===== src/rtl/border_projection_pkg.sv =====
// Shared definitions for the border projection block.
//   - image size defaults, border/address width
//   - frame phase encoding driven out on frame_cnt
//   - border RAM address convention: even = left/top, odd = right/bottom
package border_projection_pkg;

  localparam int unsigned H_PIXEL_DEF = 480;
  localparam int unsigned V_PIXEL_DEF = 272;
  localparam int unsigned BORDER_W    = 11;

  typedef logic [BORDER_W-1:0] border_t;

  typedef enum logic [1:0] {
    FRM_PROJECT = 2'd0,
    FRM_EXTRACT = 2'd1,
    FRM_DONE    = 2'd2
  } frame_e;

  // Address LSB selects which side of border k an entry holds.
  typedef enum logic {
    EDGE_OPEN  = 1'b0,
    EDGE_CLOSE = 1'b1
  } edge_side_e;

  function automatic border_t border_addr(input logic [3:0] k, input edge_side_e side);
    return {{(BORDER_W-5){1'b0}}, k, (side == EDGE_CLOSE)};
  endfunction

endpackage


===== src/rtl/border_projection_edge_border_extractor.sv =====
// Edge detector, border counter and border RAM for one projection axis.
//   clear_i   : start of extraction frame, empties RAM and counter
//   scan_i    : current pixel is a scan point for this axis
//   pos_i     : scan position (xpos or ypos)
//   flag_i    : projection flag at pos_i
//   rd_addr_i / rd_data_o : registered read port, 0 for unwritten/out of range
//   num_o     : number of closed borders (saturates at NUM)
module edge_border_extractor
  import border_projection_pkg::*;
#(
  parameter int unsigned LEN = H_PIXEL_DEF,
  parameter int unsigned NUM = 4
) (
  input  logic          clk,
  input  logic          rst_n,
  input  logic          clear_i,
  input  logic          scan_i,
  input  logic [10:0]   pos_i,
  input  logic          flag_i,
  input  logic [10:0]   rd_addr_i,
  output logic [10:0]   rd_data_o,
  output logic [3:0]    num_o
);

  localparam int unsigned DEPTH = 2 * NUM;
  localparam border_t     LAST  = border_t'(LEN - 1);

  logic [3:0] k_q, k_d;
  logic       prev_q, prev_d;
  logic       open_we_q, open_we_d, close_we_q, close_we_d;
  border_t    open_addr_q, open_addr_d, open_data_q, open_data_d;
  border_t    close_addr_q, close_addr_d, close_data_q, close_data_d;
  border_t    ram_q [DEPTH];
  border_t    rd_data_q, rd_data_d;

  logic prev_eff, rise, fall, at_end, room;

  always_comb begin
    // Position 0 starts a fresh scan, so nothing is open before it.
    prev_eff = (pos_i == '0) ? 1'b0 : prev_q;
    rise     = scan_i & flag_i & ~prev_eff;
    fall     = scan_i & ~flag_i & prev_eff;
    at_end   = scan_i & flag_i & (pos_i == LAST);
    room     = (32'(k_q) < NUM);

    k_d          = k_q;
    prev_d       = scan_i ? flag_i : prev_q;
    open_we_d    = rise & room;
    open_addr_d  = border_addr(k_q, EDGE_OPEN);
    open_data_d  = pos_i;
    // A border open at the last position closes there; a one-pixel border
    // at the last position fires both writes in the same cycle.
    close_we_d   = (fall | at_end) & room;
    close_addr_d = border_addr(k_q, EDGE_CLOSE);
    close_data_d = fall ? (pos_i - 11'd1) : LAST;
    if (close_we_d) k_d = k_q + 4'd1;

    if (clear_i) begin
      k_d        = '0;
      prev_d     = 1'b0;
      open_we_d  = 1'b0;
      close_we_d = 1'b0;
    end

    rd_data_d = '0;
    for (int unsigned i = 0; i < DEPTH; i++) begin
      if (rd_addr_i == border_t'(i)) rd_data_d = ram_q[i];
    end
  end

  always_ff @(posedge clk or negedge rst_n) begin
    if (!rst_n) begin
      k_q          <= '0;
      prev_q       <= 1'b0;
      open_we_q    <= 1'b0;
      close_we_q   <= 1'b0;
      open_addr_q  <= '0;
      open_data_q  <= '0;
      close_addr_q <= '0;
      close_data_q <= '0;
      rd_data_q    <= '0;
      for (int unsigned i = 0; i < DEPTH; i++) ram_q[i] <= '0;
    end else begin
      k_q          <= k_d;
      prev_q       <= prev_d;
      open_we_q    <= open_we_d;
      close_we_q   <= close_we_d;
      open_addr_q  <= open_addr_d;
      open_data_q  <= open_data_d;
      close_addr_q <= close_addr_d;
      close_data_q <= close_data_d;
      rd_data_q    <= rd_data_d;
      for (int unsigned i = 0; i < DEPTH; i++) begin
        if (clear_i) begin
          ram_q[i] <= '0;
        end else begin
          if (open_we_q  && open_addr_q  == border_t'(i)) ram_q[i] <= open_data_q;
          if (close_we_q && close_addr_q == border_t'(i)) ram_q[i] <= close_data_q;
        end
      end
    end
  end

  assign rd_data_o = rd_data_q;
  assign num_o     = k_q;

endmodule


===== src/rtl/border_projection.sv =====
// Digit border projection over a 3-frame cycle.
//   frame 0: project foreground pixels onto column/row flag arrays
//   frame 1: scan flags, record left/right and top/bottom borders
//   frame 2: results stable, project_done_flag high
// Ports: clk, rst_n (async low), frame_vsync, monoc (0 = foreground),
//   xpos/ypos pixel position, row/col border read ports (1-clk latency),
//   frame_cnt, project_done_flag, num_col, num_row.
module border_projection
  import border_projection_pkg::*;
#(
  parameter int unsigned H_PIXEL = H_PIXEL_DEF,
  parameter int unsigned V_PIXEL = V_PIXEL_DEF,
  parameter int unsigned NUM_ROW = 1,
  parameter int unsigned NUM_COL = 4
) (
  input  logic        clk,
  input  logic        rst_n,
  input  logic        frame_vsync,
  input  logic        monoc,
  input  logic [10:0] xpos,
  input  logic [10:0] ypos,
  input  logic [10:0] row_border_addr,
  output logic [10:0] row_border_data,
  input  logic [10:0] col_border_addr,
  output logic [10:0] col_border_data,
  output logic [1:0]  frame_cnt,
  output logic        project_done_flag,
  output logic [3:0]  num_col,
  output logic [3:0]  num_row
);

  localparam border_t     H_LIM = border_t'(H_PIXEL);
  localparam border_t     V_LIM = border_t'(V_PIXEL);
  localparam int unsigned XW    = (H_PIXEL > 1) ? $clog2(H_PIXEL) : 1;
  localparam int unsigned YW    = (V_PIXEL > 1) ? $clog2(V_PIXEL) : 1;

  logic               vsync_q;
  frame_e             frame_q, frame_d;
  logic               done_q, done_d;
  logic [H_PIXEL-1:0] col_flag_q, col_flag_d;
  logic [V_PIXEL-1:0] row_flag_q, row_flag_d;

  logic vs_rise, in_range, clear_scan, col_scan, row_scan;

  assign vs_rise    = frame_vsync & ~vsync_q;
  assign in_range   = (xpos < H_LIM) && (ypos < V_LIM);
  assign clear_scan = vs_rise && (frame_q == FRM_PROJECT);
  assign col_scan   = (frame_q == FRM_EXTRACT) && in_range && (ypos == '0);
  assign row_scan   = (frame_q == FRM_EXTRACT) && in_range && (xpos == '0);

  always_comb begin
    frame_d    = frame_q;
    done_d     = done_q;
    col_flag_d = col_flag_q;
    row_flag_d = row_flag_q;
    if (vs_rise) begin
      unique case (frame_q)
        FRM_PROJECT: frame_d = FRM_EXTRACT;
        FRM_EXTRACT: begin
          frame_d = FRM_DONE;
          done_d  = 1'b1;
        end
        default: begin
          frame_d    = FRM_PROJECT;
          done_d     = 1'b0;
          col_flag_d = '0;
          row_flag_d = '0;
        end
      endcase
    end else if (frame_q == FRM_PROJECT && in_range && !monoc) begin
      col_flag_d[xpos[XW-1:0]] = 1'b1;
      row_flag_d[ypos[YW-1:0]] = 1'b1;
    end
  end

  always_ff @(posedge clk or negedge rst_n) begin
    if (!rst_n) begin
      vsync_q    <= 1'b0;
      frame_q    <= FRM_PROJECT;
      done_q     <= 1'b0;
      col_flag_q <= '0;
      row_flag_q <= '0;
    end else begin
      vsync_q    <= frame_vsync;
      frame_q    <= frame_d;
      done_q     <= done_d;
      col_flag_q <= col_flag_d;
      row_flag_q <= row_flag_d;
    end
  end

  edge_border_extractor #(
    .LEN (H_PIXEL),
    .NUM (NUM_COL)
  ) u_col_border (
    .clk       (clk),
    .rst_n     (rst_n),
    .clear_i   (clear_scan),
    .scan_i    (col_scan),
    .pos_i     (xpos),
    .flag_i    (col_flag_q[xpos[XW-1:0]]),
    .rd_addr_i (col_border_addr),
    .rd_data_o (col_border_data),
    .num_o     (num_col)
  );

  edge_border_extractor #(
    .LEN (V_PIXEL),
    .NUM (NUM_ROW)
  ) u_row_border (
    .clk       (clk),
    .rst_n     (rst_n),
    .clear_i   (clear_scan),
    .scan_i    (row_scan),
    .pos_i     (ypos),
    .flag_i    (row_flag_q[ypos[YW-1:0]]),
    .rd_addr_i (row_border_addr),
    .rd_data_o (row_border_data),
    .num_o     (num_row)
  );

  assign frame_cnt         = frame_q;
  assign project_done_flag = done_q;

endmodule

===== config.mk =====
export PLATFORM = sky130hd
export DESIGN_NAME = border_projection
export DESIGN_NICKNAME = d
export VERILOG_FILES = /design/src/rtl/border_projection_pkg.sv /design/src/rtl/border_projection_edge_border_extractor.sv /design/src/rtl/border_projection.sv
export SDC_FILE = /design/constraint.sdc
export NUM_CORES = 2
export LEC_CHECK = 0
export CAP_MARGIN = 20
export CORE_ASPECT_RATIO = 1.1
export CORE_MARGIN = 1.5
export CORE_UTILIZATION = 55
export CTS_BUF_LIST = sky130_fd_sc_hd__clkbuf_4 sky130_fd_sc_hd__clkbuf_8
export DETAILED_ROUTE_END_ITERATION = 16
export PLACE_DENSITY_LB_ADDON = 0.25
export SLEW_MARGIN = 20
export SYNTH_ARGS = -nofsm -noshare
export SYNTH_HDL_FRONTEND = slang
export SYNTH_SLANG_ARGS = --single-unit

===== constraint.sdc =====
create_clock -name clk -period 4.05 [get_ports clk]
set_input_delay 0.81 -clock clk [delete_from_list [all_inputs] [get_ports clk]]
set_output_delay 0.81 -clock clk [all_outputs]
set_load 0.005 [all_outputs]

==> metrics.csv <==
stage,metric,value,unit
detailed_routing,first_pass_iters,6,
layout,syn2layout_area_growth,15.1,%
logic_synthesis,ys_seq_area_share,56.7,%
clock_tree,cts_tree,done,
setup_path,cpPeakStageDelay,560,ps
logic_synthesis,yosysTopAreaCell,dfrtp_1,
global_route,grt_pass1_vias,32300,
sta,rsz0062_at_grt,no,
sta,min_period_over_period,83.6,%
logic_synthesis,syn_area,0.0422,sq mm
detailed_routing,drt_iter0_drc,3706,
setup_path,critPathLaunchType,input port,
power_and_ir_drop,clockPowerShare,42.7,%
layout,n_fill_cell,6017,
detailed_routing,ant_nets,0,
sta,tns,0,ps
setup_path,cp.arrival,4070,ps
logic_synthesis,syn_area_per_cell,10.7,sq um
floorplanning,die_h,293,um
sta,relSlewSlack,21.6,%
clock_tree,cts_root_buffer,clkbuf_8,
detailed_routing,routed_via_density,6.21,
power_and_ir_drop,peakVddDrop,0.305,mV
power_and_ir_drop,p_leak,23.8,nW
layout,post-route-util,63.8,%
global_route,grt_usage,31.8,%
floorplanning,num_io_pins,81,
layout,drive_gt1_share,17.7,%
clock_tree,clk_latency,840,ps
sta,min_period,3390,ps
logic_synthesis,yosysTopAreaCellShare,56.7,%
min_path,min_path_type,in2reg,
setup_path,rrSetupSlack,730,ps
clock_tree,cts_sinks,955,
clock_tree,post_cts_resized,0,
sta,final-max-slew-violation-count,0,
logic_synthesis,synthDistinctLibCells,62,
logic_synthesis,syn_inst,3929,
logic_synthesis,yosys_most_used_dff,dfrtp_1,
sta,clock.fmax,295,MHz
detailed_routing,wl_per_cell,23.4,um
flow_run,cap_viol_max_count,0,
setup_path,endpoint_kind,register,
logic_synthesis,synthTopCellsByArea,"dfrtp_1, mux4_2, a21oi_1, nor2_1, mux2i_1",
power_and_ir_drop,pwr-share-comb,8.1,%
global_route,gr-total-overflow,0,
logic_synthesis,yosys_warnings,0,
logic_synthesis,syn_nets,3990,
floorplanning,start_util,55.5,%
global_route,grt_pass1_wl,191000,um
logic_synthesis,synth.ff_latch_count,955,
sta,fin_skew,41.7,ps
setup_path,required,4740,ps
clock_tree,cts_max_level,4,
clock_tree,cts.clk_slew.worst_paths,60,ps
power_and_ir_drop,p_int,0.0152,W
run_status,status,finished clean,
layout,seq_area,0.0239,sq mm
setup_path,crit_family,compound AO/OA/AOI/OAI gates,
layout,nets,4125,
detailed_routing,wl,122000,um
sta,tightestPinTransition,1180,ps
floorplanning,rows,106,
setup_path,criticalPathCategory,in2reg,
global_route,grt_max_degree,226,
place,dp.cells,4933,
place,io_buffers,80,
place,dp_hpwl,77500,um
floorplanning,die_area,0.0783,sq mm
sta,setup_viol,0,
setup_path,cp_cell_sequence,"clkdlybuf4s50_1, and2_1, a22oi_1, a21oi_1, o41ai_1, o221ai_1, or3b_2, a21oi_2, mux2_2",
setup_path,critPathBufInv,1,
layout,stdcell_count,5212,
floorplanning,dieWidth,267,um
clock_tree,cts_buffers,154,
place,gp_congestion,0.912,
logic_synthesis,async_flop_share,100,%
layout,multi_input_area,0.0169,sq mm
power_and_ir_drop,p_sw_share,25.5,%
logic_synthesis,synth_enable_flop_cells,0,
detailed_routing,vias,32400,
setup_path,cp_max_fo,11,
global_route,antenna_found_initial,3,
power_and_ir_drop,p_sw,0.00520,W
clock_tree,cts_buffer_depth,3,
sta,finalHoldViolations,0,
power_and_ir_drop,p_per_area,421,mW/mm^2
detailed_routing,drc,0,
floorplanning,core,0.0760,sq mm
power_and_ir_drop,share_seq_of_total_power,49.2,%
setup_path,crit_slowest_cell,or3b_2,
-- registers in the layout, indices dropped and copies added, names as in the netlist --
signal,count
frame_cnt,2
u_row_border.open_addr_q,4
u_col_border.close_addr_q,1
u_col_border.rd_data_o,11
u_col_border.close_we_q,1
project_done_flag,1
u_row_border.open_we_q,1
u_col_border.prev_q,1
u_col_border.open_we_q,1
u_row_border.prev_q,1
vsync_q,1
u_row_border.rd_data_o,11
u_row_border.num_o,4
u_col_border.num_o,4
row_flag_q,272
u_col_border.close_data_q,11
col_flag_q,480
u_row_border.close_data_q,11
u_row_border.close_we_q,1
u_col_border.open_addr_q,4
u_row_border.ram_q,22
u_row_border.open_data_q,11
u_col_border.ram_q,88
u_col_border.open_data_q,11
-- kinds of logic after synthesis --
group / synth area share [%]
and+or+nand+nor: 11.8
AOI/OAI and AO/OA: 13.5
DFF: 56.7
muxes: 13.8
buffers and inverters: 3.44
xor gates and xnor gates: 0.312
adders and majority gates: 0.386
other: 0.00890
-- power by group through the flow --
stage	registers, W	logic, W	clock network (W)
global route	0.0101	0.00182	0.00930
detailed placement	0.0102	0.00166	0
global placement	0.0102	0.00163	0
CTS	0.0100	0.00166	0.00885
floorplan	0.0101	0.000940	0
finish	0.0100	0.00166	0.00871
-- final cells by class --
class,instances,area share [%]
clock buffers,247,6.30
flip-flops and latches,955,49.3
repair buffers,328,6.38
inverters,21,0.163
clock inverters,30,0.423
well taps,1026,2.65
diodes,1,0.00516
multi-input cells,2604,34.8
-- synthesized netlist by cell type (3+ instances only) --
library cell    n
a211oi_1        7
a21oi_1       692
a22o_1         86
a22oi_1        79
a31oi_1        28
a41oi_1         3
and2_1         21
and3_1         20
buf_1          22
buf_2          35
clkbuf_1      290
dfrtp_1       955
ha_1           13
inv_1          21
mux2i_1       203
mux4_1          4
mux4_2        162
nand2_1       170
nand2b_1        8
nand3_1        33
nand3b_1        6
nand4_1        10
nor2_1        840
nor2b_1        17
nor3_1         28
nor3b_1         5
nor4_1         14
o211ai_1        3
o21ai_0        68
o22ai_1        14
or2_2           9
or3_1           7
or3b_2          3
or4_1           3
xnor2_1        10
xor2_1          5
-- layout by cell type (no fill, tap or decap), types with 4 or more instances in the layout --
cell type	synthesis	routed
dfrtp_1	955	955
nor2_1	840	821
a21oi_1	692	692
buf_4	0	215
mux2i_1	203	203
clkbuf_8	0	193
nand2_1	170	169
mux4_2	162	162
a22o_1	86	86
a22oi_1	79	79
clkdlybuf4s50_1	0	75
o21ai_0	68	68
clkbuf_4	0	55
buf_12	0	34
nand3_1	33	33
a31oi_1	28	28
nor3_1	28	27
inv_1	21	21
nor2_2	1	20
and2_1	21	18
and3_1	20	18
clkinv_2	0	17
nor2b_1	17	14
o22ai_1	14	14
nor4_1	14	13
ha_1	13	13
nand4_1	10	10
xnor2_1	10	10
or2_2	9	9
nand2b_1	8	8
or3_1	7	7
a211oi_1	7	7
inv_6	0	7
nand3b_1	6	6
nor3b_1	5	5
xor2_1	5	5
mux4_1	4	4
-- worst paths after layout --
kind	to	start	cells after the start
worst min-delay path	u_col_border.open_data_q[0]	xpos[0]	1
worst max-delay path	u_row_border.num_o[1]	ypos[2]	9
worst min register to register	u_col_border.open_addr_q[4]	u_col_border.num_o[3]	0
worst max register to register	u_row_border.num_o[1]	row_flag_q[157]	8
max in group asynchronous	col_flag_q[178]	rst_n	4
min in group asynchronous	u_col_border.rd_data_o[5]	rst_n	2
-- repair_timing --
item,CTS,global route
hold buffers,1,0
endpoints found under the hold margin,7,0
setup buffers,0,0
-- per-layer routing --
metal | routed length (um) | GRT usage [%]
met5 | 13 | 0
met4 | 5920 | 16.1
met3 | 9810 | 6.39
met2 | 56700 | 48.7
met1 | 49600 | 43.5
-- metrics by stage --
step	hold WS [ps]	instance area, sq um	worst slack (ps)	total power, W
2_1_floorplan	408	42200	4.44	0.0111
3_3_place_gp	407	45200	-38.7	0.0118
3_5_place_dp	427	45200	-65.9	0.0118
4_1_cts	154	48500	766	0.0205
5_1_grt	173	48500	551	0.0212
6_report	199	48500	663	0.0204
Power figures use the tool's default switching activity.
